## src/rtl/wide_add_seq_pkg.sv

```systemverilog
// Shared types and sizing helpers for the wide_add_seq slice-serial adder.
// Optional overflow flag output is enabled by defining WIDE_ADD_SEQ_OVF_EN.
package wide_add_seq_pkg;

   localparam int SLICE_W = 16;

   typedef enum logic [1:0] {
      IDLE = 2'b00,
      RUN  = 2'b01,
      DONE = 2'b10
   } state_e;

   // Width of the slice counter; kept at least 1 bit so a lone slice still elaborates.
   function automatic int cnt_width(input int ns);
      return (ns > 1) ? $clog2(ns) : 1;
   endfunction

endpackage

```

## src/rtl/wide_add_seq_a1csa16bits.sv

```systemverilog
// 16-bit add-one carry-select adder: each 4-bit group forms a+b and a+b+1,
// and the incoming group carry picks one of them.
module a1csa16bits (
   input  logic [15:0] a,
   input  logic [15:0] b,
   input  logic        cin,
   output logic [15:0] s,
   output logic        cout
);

   localparam int GRP_W = 4;
   localparam int NGRP  = 16 / GRP_W;

   always_comb begin
      logic             c;
      logic [GRP_W:0]   sum0;
      logic [GRP_W-1:0] sum1;
      logic             c1;
      // NOTE: every variable gets a value before any branch reads it, so no latch is inferred.
      c    = cin;
      sum0 = '0;
      sum1 = '0;
      c1   = 1'b0;
      s    = '0;
      for (int g = 0; g < NGRP; g++) begin
         sum0 = {1'b0, a[g*GRP_W +: GRP_W]} + {1'b0, b[g*GRP_W +: GRP_W]};
         sum1 = sum0[GRP_W-1:0] + GRP_W'(1);
         c1   = sum0[GRP_W] | (&sum0[GRP_W-1:0]);
         s[g*GRP_W +: GRP_W] = c ? sum1 : sum0[GRP_W-1:0];
         c    = c ? c1 : sum0[GRP_W];
      end
      cout = c;
   end

endmodule

```

## src/rtl/wide_add_seq.sv

```systemverilog
// W-bit adder that streams operands through one 16-bit slice adder, LSB slice first.
// Define WIDE_ADD_SEQ_OVF_EN to add the two's-complement overflow output ovf.
module wide_add_seq
   import wide_add_seq_pkg::*;
#(
   parameter int W = 64
) (
   input  logic         clk,
   input  logic         rst,
   input  logic         in_valid,
   output logic         in_ready,
   input  logic [W-1:0] a,
   input  logic [W-1:0] b,
   input  logic         cin,
   output logic         out_valid,
   input  logic         out_ready,
   output logic [W-1:0] s,
   output logic         cout
`ifdef WIDE_ADD_SEQ_OVF_EN
   ,
   output logic         ovf
`endif
);

   localparam int NS    = W / SLICE_W;
   localparam int CNT_W = cnt_width(NS);

   if (((W % SLICE_W) != 0) || (W < 2 * SLICE_W)) begin : g_bad_width
      $error("wide_add_seq: W must be a multiple of 16 and at least 32");
   end

   state_e             state_q, state_d;
   logic [CNT_W-1:0]   cnt_q, cnt_d;
   logic               c_q, c_d;
   logic [W-1:0]       a_h_q, a_h_d;
   logic [W-1:0]       b_h_q, b_h_d;
   logic [W-1:0]       s_q, s_d;
   logic               cout_q, cout_d;
   logic               in_ready_q, in_ready_d;
   logic               out_valid_q, out_valid_d;
`ifdef WIDE_ADD_SEQ_OVF_EN
   logic               ovf_q, ovf_d;
`endif

   logic [SLICE_W-1:0] slice_a, slice_b, slice_s;
   logic               slice_cout;
   logic               last_slice;

   assign slice_a    = a_h_q[cnt_q*SLICE_W +: SLICE_W];
   assign slice_b    = b_h_q[cnt_q*SLICE_W +: SLICE_W];
   assign last_slice = (cnt_q == CNT_W'(NS - 1));

   a1csa16bits u_slice (
      .a    (slice_a),
      .b    (slice_b),
      .cin  (c_q),
      .s    (slice_s),
      .cout (slice_cout)
   );

   always_comb begin
      state_d     = state_q;
      cnt_d       = cnt_q;
      c_d         = c_q;
      a_h_d       = a_h_q;
      b_h_d       = b_h_q;
      s_d         = s_q;
      cout_d      = cout_q;
      in_ready_d  = in_ready_q;
      out_valid_d = out_valid_q;
`ifdef WIDE_ADD_SEQ_OVF_EN
      ovf_d       = ovf_q;
`endif
      case (state_q)
         IDLE: begin
            if (in_valid && in_ready_q) begin
               a_h_d      = a;
               b_h_d      = b;
               c_d        = cin;
               cnt_d      = '0;
               in_ready_d = 1'b0;
               state_d    = RUN;
            end
         end
         RUN: begin
            s_d[cnt_q*SLICE_W +: SLICE_W] = slice_s;
            c_d   = slice_cout;
            cnt_d = cnt_q + CNT_W'(1);
            if (last_slice) begin
               cout_d      = slice_cout;
               cnt_d       = '0;
               out_valid_d = 1'b1;
               state_d     = DONE;
`ifdef WIDE_ADD_SEQ_OVF_EN
               ovf_d = (a_h_q[W-1] == b_h_q[W-1]) && (slice_s[SLICE_W-1] != a_h_q[W-1]);
`endif
            end
         end
         DONE: begin
            // in_ready only rises once IDLE is reached, so handoff and accept never share a cycle.
            if (out_ready) begin
               out_valid_d = 1'b0;
               in_ready_d  = 1'b1;
               state_d     = IDLE;
            end
         end
         default: begin
            out_valid_d = 1'b0;
            in_ready_d  = 1'b1;
            state_d     = IDLE;
         end
      endcase
   end

   // NOTE: sequential state is updated only with non-blocking assignments.
   always_ff @(posedge clk) begin
      if (rst) begin
         state_q     <= IDLE;
         cnt_q       <= '0;
         c_q         <= 1'b0;
         a_h_q       <= '0;
         b_h_q       <= '0;
         s_q         <= '0;
         cout_q      <= 1'b0;
         in_ready_q  <= 1'b1;
         out_valid_q <= 1'b0;
`ifdef WIDE_ADD_SEQ_OVF_EN
         ovf_q       <= 1'b0;
`endif
      end else begin
         state_q     <= state_d;
         cnt_q       <= cnt_d;
         c_q         <= c_d;
         a_h_q       <= a_h_d;
         b_h_q       <= b_h_d;
         s_q         <= s_d;
         cout_q      <= cout_d;
         in_ready_q  <= in_ready_d;
         out_valid_q <= out_valid_d;
`ifdef WIDE_ADD_SEQ_OVF_EN
         ovf_q       <= ovf_d;
`endif
      end
   end

   assign in_ready  = in_ready_q;
   assign out_valid = out_valid_q;
   assign s         = s_q;
   assign cout      = cout_q;
`ifdef WIDE_ADD_SEQ_OVF_EN
   assign ovf       = ovf_q;
`endif

endmodule

```

## config.mk

```make
export PLATFORM = sky130hd
export DESIGN_NAME = wide_add_seq
export DESIGN_NICKNAME = d
export VERILOG_FILES = /design/src/rtl/wide_add_seq_pkg.sv /design/src/rtl/wide_add_seq_a1csa16bits.sv /design/src/rtl/wide_add_seq.sv
export SDC_FILE = /design/constraint.sdc
export NUM_CORES = 1
export LEC_CHECK = 0
export BUFFER_PORTS_ARGS = -buffer_cell sky130_fd_sc_hd__buf_2
export CAP_MARGIN = 20
export CORE_ASPECT_RATIO = 1.1
export CORE_MARGIN = 2
export CORE_UTILIZATION = 49
export DETAILED_ROUTE_END_ITERATION = 7
export GPL_TIMING_DRIVEN = 0
export PLACE_DENSITY = 0.76
export SYNTH_ARGS = -nofsm -noshare
export SYNTH_HDL_FRONTEND = slang
export SYNTH_SLANG_ARGS = --single-unit
```

## constraint.sdc

```tcl
create_clock -name clk -period 6.3 [get_ports clk]
set_clock_uncertainty 0.05 [all_clocks]
set_input_delay 0.945 -clock clk [delete_from_list [all_inputs] [get_ports clk]]
set_output_delay 0.945 -clock clk [all_outputs]
set_load 0.02 [all_outputs]
```

==> impl_metrics.py <==
metrics = {
    "status": {
        "status": "finished clean",
    },
    "sta": {
        "slew-limit-headroom_pct": 44.3,
        "clock.fmax_mhz": 181,
        "tightest_slew_ns": 0.836,
        "drv_slew": 0,
        "period_share_pct": 87.8,
        "fin_setup_tns_ns": 0,
        "finalHoldViolCount": 0,
        "setup_viol": 0,
        "rsz0062_at_grt": "false",
        "fin_crit_ns": 5.53,
        "setup_ws_ns": 0.771,
    },
    "global_route": {
        "grt_max_degree": 17,
        "grt_pass1_wl_um": 36200,
        "grt_overflow": 0,
        "grt_antenna_before_repair": 0,
        "grt_util_all_layers_pct": 25.7,
        "grt_pass1_vias": 6930,
    },
    "placement": {
        "preCtsSetupSlack_ns": 0.822,
        "io_buffers": 199,
        "gp_congestion": 0.870,
        "dp_hpwl_um": 18300,
        "place_inst": 1390,
    },
    "cts": {
        "clk_latency_ns": 0.44,
        "clockBufferDepth": 2,
        "cts_buffers": 17,
        "cts_tree": "yes",
        "root_buffer": "clkbuf_16",
        "clkSinkCount": 200,
        "holdBufCountCts": 0,
        "htreeDepth": 4,
        "cts_setup_buffers": 0,
        "cts.clk_slew.worst_paths_ns": 0.07,
        "post_cts_resized": 0,
    },
    "final_layout": {
        "antenna_cells": 0,
        "layout-drive-gt1-share_pct": 22.9,
        "nets": 1339,
        "final_cell_mix": "286 x nand2_1, 200 x buf_2, 200 x dfxtp_1, 148 x a21oi_1, 55 x clkbuf_1",
        "final_common_cell": "nand2_1",
        "area_growth_pct": 21.8,
        "stdcell_count": 1423,
    },
    "critical_path": {
        "cp_data_arrival_time_ns": 5.85,
        "required_ns": 6.62,
        "slowest_delay_ns": 0.61,
        "path_max_fanout": 10,
        "path_cells": "clkbuf_1, buf_1, clkbuf_1, mux4_2, ha_1, fa_1, ha_1, nand3_1, o31a_1, o21ai_0, nand4_1, xor2_1, a22o_1",
        "critPathKind": "flip-flop to flip-flop",
        "end_kind": "flip-flop",
        "cp-start-kind": "flip-flop",
        "slowest_stage": "buf_1",
    },
    "floorplan": {
        "fp.dieW_um": 129,
        "core_sq_mm": 0.0170,
        "dieHeight_um": 142,
        "num_rows": 50,
        "io_pins": 200,
        "dieArea_sq_mm": 0.0184,
        "initial_core_util_pct": 50.0,
    },
    "synth": {
        "ys_seq_area_share_pct": 47.3,
        "synthCells": 957,
        "syn_avg_cell_area_sq_um": 8.85,
        "synth.net_count": 1120,
        "synth_ff_type": "dfxtp_1",
        "yosysWarnings": 0,
        "async_flop_share_pct": 0,
        "synth-edff-count": 0,
        "ys_ff_latch": 200,
        "syn-cell-area_sq_mm": 0.00847,
        "yosysUniqueCellTypes": 42,
    },
    "pwr": {
        "p_per_area_mw_per_mm2": 271,
        "power_mw": 2.79,
        "leakage_nw": 4.29,
        "ir_drop_v": 0.000216,
    },
    "routing": {
        "drtPass1Iterations": 5,
        "drt_iter0_drc": 562,
        "dr_wl_met3_um": 1640,
        "wl_per_cell_um": 16.6,
        "via_per_inst": 5.39,
        "vias": 7671,
        "highest_layer": "met4",
        "route.met2.wl_um": 11000,
        "drtAntennaViolNets": 0,
        "routed_wl_um": 23600,
        "wl_met1_um": 10100,
        "drc": 0,
    },
    "min_path": {
        "worstHoldPathType": "flip-flop to flip-flop",
    },
    "flow_run": {
        "maxCapViolCount": 0,
    },
}
==> area by class of cell <==
class,count,area [sq um]
Fill cell,1483,6640
Multi-Input combinational cell,683,4190
Buffer,61,230
Sequential cell,200,4000
Clock buffer,23,458
Tap cell,234,293
Timing Repair Buffer,200,1000
Clock inverter,9,91.3
Inverter,13,48.8
==> critical path, delay by kind of cell (launching register included) <==
family | cells | cell delay [ns]
AOI/OAI and AO/OA | 3 | 1.17
xor gates and xnor gates | 1 | 0.41
adders and majority gates | 3 | 1.00
buffers and inverters | 3 | 1.68
DFF | 1 | 0.41
muxes | 1 | 0.46
and+or+nand+nor | 2 | 0.29
==> cell families after synthesis <==
kind of cell	synth area share [%]
flops	47.3
mux	9.14
xor+xnor	1.85
buf+inv	3.29
compound gates	16.4
fa+ha+maj	4.79
simple gates	17.3
==> Yosys cell counts, types with 2 or more instances <==
cell type	count	area, sq um
o31a_1	2	17.5
nor3_1	6	30.0
dfxtp_1	200	4000
nand3_1	3	15.0
fa_1	4	80.1
inv_1	13	48.8
a21oi_1	148	741
nand2b_1	8	50.1
or2_2	2	12.5
nand4b_1	2	17.5
nor4_1	2	12.5
nor2_1	46	173
buf_1	10	37.5
mux2_2	3	33.8
nor2b_1	4	25.0
a22oi_1	33	248
o21ai_0	16	80.1
ha_1	26	325
clkbuf_1	50	188
o21a_1	2	15.0
xnor2_1	6	52.6
nand2_1	286	1070
xor2_1	10	87.6
a21o_1	4	30.0
a211o_1	2	17.5
nand4_1	3	18.8
a22o_1	19	166
mux4_2	32	721
mux2i_1	2	20.0
==> per-layer routing <==
metal / GRT usage (%) / vias up
met5: 0 / -
met4: 10.4 / 0
met3: 4.56 / 53
met2: 40.7 / 311
met1: 34.8 / 3576
li1: - / 3731
==> sequential cells by signal, indices dropped and copies added, names as in the netlist <==
register   count
s             64
in_ready       1
a_h_q         64
cout           1
out_valid      1
b_h_q         64
state_q        2
cnt_q          2
c_q            1
==> metrics by stage <==
stage                     utilization [%]  hold slack [ns]  area [sq um]
after global placement               57.6            0.383          9760
after global routing                 60.8            0.420         10300
after detailed placement             57.6            0.392          9760
after floorplan                         -            0.383          8470
final                                60.8            0.400         10300
after CTS                            60.8            0.403         10300
==> report_power, final <==
part	switching [mW]	internal (mW)
clock network	0.473	0.560
logic	0.254	0.152
registers	0.0319	1.32
==> worst paths after layout <==
kind	cells past startpoint	endpoint	from	slack (ns)
max reg2reg	13	s[11]$_SDFFE_PP0P_	cnt_q[1]$_SDFFE_PP0P_	0.77
max	13	s[11]$_SDFFE_PP0P_	cnt_q[1]$_SDFFE_PP0P_	0.77
min reg2reg	2	b_h_q[18]$_SDFFE_PP0P_	b_h_q[18]$_SDFFE_PP0P_	0.40
min	2	b_h_q[18]$_SDFFE_PP0P_	b_h_q[18]$_SDFFE_PP0P_	0.40
(Power assumes the default switching activity.)
